**config.mk**
```make
export PLATFORM = sky130hd
export DESIGN_NAME = round_robin_arbiter
export DESIGN_NICKNAME = d
export VERILOG_FILES = /design/src/rtl/round_robin_arbiter.sv
export SDC_FILE = /design/constraint.sdc
export NUM_CORES = 1
export LEC_CHECK = 0
export CORE_AREA = 2 2 39 41
export DETAILED_ROUTE_END_ITERATION = 6
export DIE_AREA = 0 0 41 43
export DONT_BUFFER_PORTS = 1
export GPL_ROUTABILITY_DRIVEN = 0
export GPL_TIMING_DRIVEN = 0
export REMOVE_ABC_BUFFERS = 1
export SYNTH_ARGS = -nofsm -noshare
export SYNTH_HDL_FRONTEND = slang
export SYNTH_SLANG_ARGS = --single-unit
```
**constraint.sdc**
```tcl
create_clock -name clk -period 1.65 [get_ports clk]
set_input_delay 0.165 -clock clk [delete_from_list [all_inputs] [get_ports clk]]
set_output_delay 0.165 -clock clk [all_outputs]
set_load 0.01 [all_outputs]
```
**src/rtl/round_robin_arbiter.sv**
```systemverilog
// Four-requester arbiter (A=bit3 .. D=bit0) with fixed-priority or round-robin selection and registered grants.
// Optional forced release after HOLD_MAX grant cycles when ARB_TIMEOUT_EN is defined.
module round_robin_arbiter #(
  parameter int HOLD_MAX = 15
) (
  input  logic       clk,
  input  logic       reset,
  input  logic [3:0] req,
  input  logic       done,
  input  logic       rr_en,
  output logic [3:0] gnt,
  output logic       W,
  output logic       Y,
  output logic       valid,
  output logic       timeout
);

  typedef enum logic {IDLE, GRANT} state_e;

  state_e     state_q, state_d;
  logic [3:0] gnt_q, gnt_d;
  logic [1:0] idx_q, idx_d;
  logic       valid_q, valid_d;
  logic [1:0] ptr_q, ptr_d;
  logic [1:0] winIdx;
  logic       relNow;
  logic       holdExpired;

  if (HOLD_MAX < 1 || HOLD_MAX > 15) begin : gHoldMaxCheck
    $error("HOLD_MAX must be in 1..15");
  end

  // Lowest loop offset is applied last, so the first set bit at or below ptr wins.
  always_comb begin
    winIdx = 2'd0;
    if (rr_en) begin
      for (int k = 3; k >= 0; k--) begin
        if (req[ptr_q - 2'(k)]) winIdx = ptr_q - 2'(k);
      end
    end else begin
      for (int k = 0; k < 4; k++) begin
        if (req[k]) winIdx = 2'(k);
      end
    end
  end

  assign relNow = done | ~req[idx_q];

  always_comb begin
    state_d = state_q;
    gnt_d   = gnt_q;
    idx_d   = idx_q;
    valid_d = valid_q;
    ptr_d   = ptr_q;
    case (state_q)
      IDLE: begin
        if (|req) begin
          state_d = GRANT;
          gnt_d   = 4'b0001 << winIdx;
          idx_d   = winIdx;
          valid_d = 1'b1;
          ptr_d   = winIdx - 2'd1;
        end
      end
      GRANT: begin
        if (relNow || holdExpired) begin
          state_d = IDLE;
          gnt_d   = 4'b0000;
          idx_d   = 2'd0;
          valid_d = 1'b0;
        end
      end
      default: state_d = IDLE;
    endcase
  end

  always_ff @(posedge clk) begin
    if (reset) begin
      state_q <= IDLE;
      gnt_q   <= 4'b0000;
      idx_q   <= 2'd0;
      valid_q <= 1'b0;
      ptr_q   <= 2'd3;
    end else begin
      state_q <= state_d;
      gnt_q   <= gnt_d;
      idx_q   <= idx_d;
      valid_q <= valid_d;
      ptr_q   <= ptr_d;
    end
  end

`ifdef ARB_TIMEOUT_EN
  logic [3:0] holdCnt_q, holdCnt_d;
  logic       timeout_q, timeout_d;

  assign holdExpired = (state_q == GRANT) && (holdCnt_q == 4'(HOLD_MAX - 1));

  // Counter sits at zero in IDLE so it starts clean on every grant; a normal release wins over the limit.
  always_comb begin
    holdCnt_d = (state_q == GRANT) ? holdCnt_q + 4'd1 : 4'd0;
    timeout_d = holdExpired && !relNow;
  end

  always_ff @(posedge clk) begin
    if (reset) begin
      holdCnt_q <= 4'd0;
      timeout_q <= 1'b0;
    end else begin
      holdCnt_q <= holdCnt_d;
      timeout_q <= timeout_d;
    end
  end

  assign timeout = timeout_q;
`else
  assign holdExpired = 1'b0;
  assign timeout     = 1'b0;
`endif

  assign gnt   = gnt_q;
  assign W     = idx_q[1];
  assign Y     = idx_q[0];
  assign valid = valid_q;

endmodule

```
==> flow_summary.toml <==
[outcome]
status = "complete, no violations"

[detailed_routing]
ant_nets = 0
viasPerCell = 5.89
drc = 0
avgRoutedWirePerCell_um = 14.4
wl_um = 1140
drt_pre_antenna_iters = 4
vias = 465
first_iter_violations = 11

[critical_path]
cp-start-kind = "flip-flop"
slowest_delay_ps = 550
end_kind = "flip-flop"
slowest_stage = "mux4_1"
path_cells = "mux4_1, nand2b_1, o21bai_2, a22oi_1, nor2_1"
critPathMaxFanout = 6
critPathRequiredTime_ps = 1790
crit_type = "flip-flop to flip-flop"
critPathArrivalTime_ps = 1700

[finish]
stdcell_count = 79
fin_nets = 73
area_growth_pct = 13.4
fill_cells = 142
multi_input_area_um2 = 318
design_area_um2 = 602
drive_above_1_share = 0.190
ff_latch_area_um2 = 203
diodes = 0

[die]
die_w_um = 41
num_rows = 14
initial_core_util = 0.383
dieArea_mm2 = 0.00176
ioPinCount = 16
fp.coreArea_mm2 = 0.00138
die_h_um = 43

[pwr]
peakVddDrop_mv = 0.420
switchingPower_w = 0.000157
clock_power_share = 0.280
p_int_w = 0.000407
p_comb_frac = 0.202
power_density_mw_per_mm2 = 939
seqPwrFrac = 0.519
swShare = 0.279
p_leak_nw = 0.227

[clock_tree]
clkSinkCount = 10
cts_made_buffers = 3
cts_tree = "built"
cts.root.buffer_cell = "clkbuf_4"
cts_max_path_buffers = 2
clk_latency_ps = 260
clk_pin_slew_ps = 60
htreeDepth = 1

[global_route]
track_usage = 0.149
grt_pass1_wl_um = 1760
grt_max_degree = 9
grt_pass1_vias = 414
gr-total-overflow = 0
antenna_found_initial = 0

[logic_synthesis]
synth_cells = 59
ys_warn_count = 0
ys_seq_elements = 10
synth_top_area_cell = "dfxtp_1"
syn-cell-area_um2 = 531
synth.distinct_cells = 31
synth.area.top_cells = "dfxtp_1 38%, mux4_1 5.0%, a21oi_1 4.7%"
synth_top_cell_area_share = 0.377
syn_area_per_cell_um2 = 8.99
synth-seq-area-share = 0.377

[placement]
dp.cells = 73
pre_cts_ws_ps = -20.9
numPortBuffers = 0
placed_cell_area_um2 = 539

[timing]
layout_setup_ws_ps = 91.2
clock_skew_ps = 3.03
setup_tns_ps = 0
maxSlewViolCount = 0
min_period_over_period = 0.945
setup_viol = 0
fmax_mhz = 642
fin_crit_ps = 1560
hold_violations = 0

[run]
maxCapViolations = 0

[min_path]
worstHoldPathType = "input pin to flip-flop"
[cell usage in the layout, fill, tap and decap left out, drive strengths merged]
| master | n |
|---|---|
| dfxtp | 10 |
| nand2 | 5 |
| nor2 | 5 |
| a21oi | 5 |
| nand2b | 3 |
| inv | 3 |
| clkbuf | 3 |
| a211oi | 2 |
| nor2b | 2 |
| nand3b | 2 |
| dlygate4sd3 | 2 |
| nand3 | 2 |
| o32a | 2 |
| mux4 | 1 |
| nor4 | 1 |
| and2 | 1 |
| a21boi | 1 |
| and4bb | 1 |
| a31oi | 1 |
| nor3b | 1 |
| o21bai | 1 |
| a22oi | 1 |
| xor2 | 1 |
| a211o | 1 |
| nand4 | 1 |
| or2 | 1 |
| a32oi | 1 |
| o21ai | 1 |
| conb | 1 |
| buf | 1 |
[state kept, by name, indices dropped and copies added, names as in the netlist]
register	count
state_q	1
valid	1
gnt	4
ptr_q	2
idx_q	2
[cell type report]
cell class	count	area share
Multi-Input combinational cell	44	0.528
Sequential cell	10	0.337
Timing Repair Buffer	3	0.0457
Clock buffer	3	0.0374
Tap cell	16	0.0333
Inverter	3	0.0187
[worst max-delay path: cells and delay by family, from the launching register on]
kind	cells	cell delay (ps)
AO/OA/AOI/OAI	2	350
flip-flops	1	370
multiplexers	1	550
AND/OR/NAND/NOR	2	180
[cells by family (layout without fill, tap and decap cells)]
kind of cell	count (synthesis)	in the layout	share of synthesized area
DFF	10	10	0.377
other	1	1	0.00707
muxes	1	1	0.0495
xor gates and xnor gates	1	1	0.0165
buffers and inverters	5	9	0.0424
AOI/OAI and AO/OA	16	16	0.236
and+or+nand+nor	25	25	0.271
[stage by stage]
stage	hold slack (ps)	total power [W]	utilization
floorplan	234	0.000377	-
global placement	236	0.000394	0.390
detailed placement	237	0.000396	0.390
CTS	2.39	0.000560	0.414
global route	11.5	0.000597	0.435
finish	14.7	0.000565	0.435
[Yosys cell counts (all sizes together)]
master,instances
a211o,1
a211oi,2
a21boi,1
a21oi,5
a22oi,1
a31oi,1
a32oi,1
and2,1
and4bb,1
buf,2
conb,1
dfxtp,10
inv,3
mux4,1
nand2,5
nand2b,3
nand3,2
nand3b,2
nand4,1
nor2,5
nor2b,2
nor3b,1
nor4,1
o21ai,1
o21bai,1
o32a,2
or2,1
xor2,1
[layer usage]
metal  part of all wire  vias up  track usage  routed length [µm]
li1                   -      223            -                   -
met1               0.42      224        0.180                 476
met2               0.51       16        0.222                 576
met3              0.071        2       0.0838                  81
met4             0.0053        0       0.0400                   6
met5                  0        -            0                   0
[timing repair]
action                                  CTS  global route
resized for setup                         1             3
buffers inserted                          0             1
endpoints found under the setup margin    2             5
hold buffers                              1             1
endpoints found under the hold margin     8             1
gates cloned                              0             0
[worst paths after layout]
kind / startpoint / end / slack, ps / cells after the start
min reg2reg: gnt[3]$_SDFFE_PP0P_ / gnt[3]$_SDFFE_PP0P_ / 500 / 2
max reg2reg: idx_q[1]$_SDFFE_PP0P_ / idx_q[1]$_SDFFE_PP0P_ / 90 / 5
max: idx_q[1]$_SDFFE_PP0P_ / idx_q[1]$_SDFFE_PP0P_ / 90 / 5
min: reset / ptr_q[0]$_SDFFE_PP1P_ / 10 / 1
[power groups by stage]
stage                     combinational, W  clock, W  sequential [W]
after floorplan                  0.0000855         0        0.000291
after detailed placement         0.0000995         0        0.000297
after CTS                         0.000105  0.000164        0.000292
after global placement           0.0000973         0        0.000296
final                             0.000114  0.000158        0.000293
after global routing              0.000127  0.000172        0.000297
Note: power is estimated with default switching activity, not from simulation.
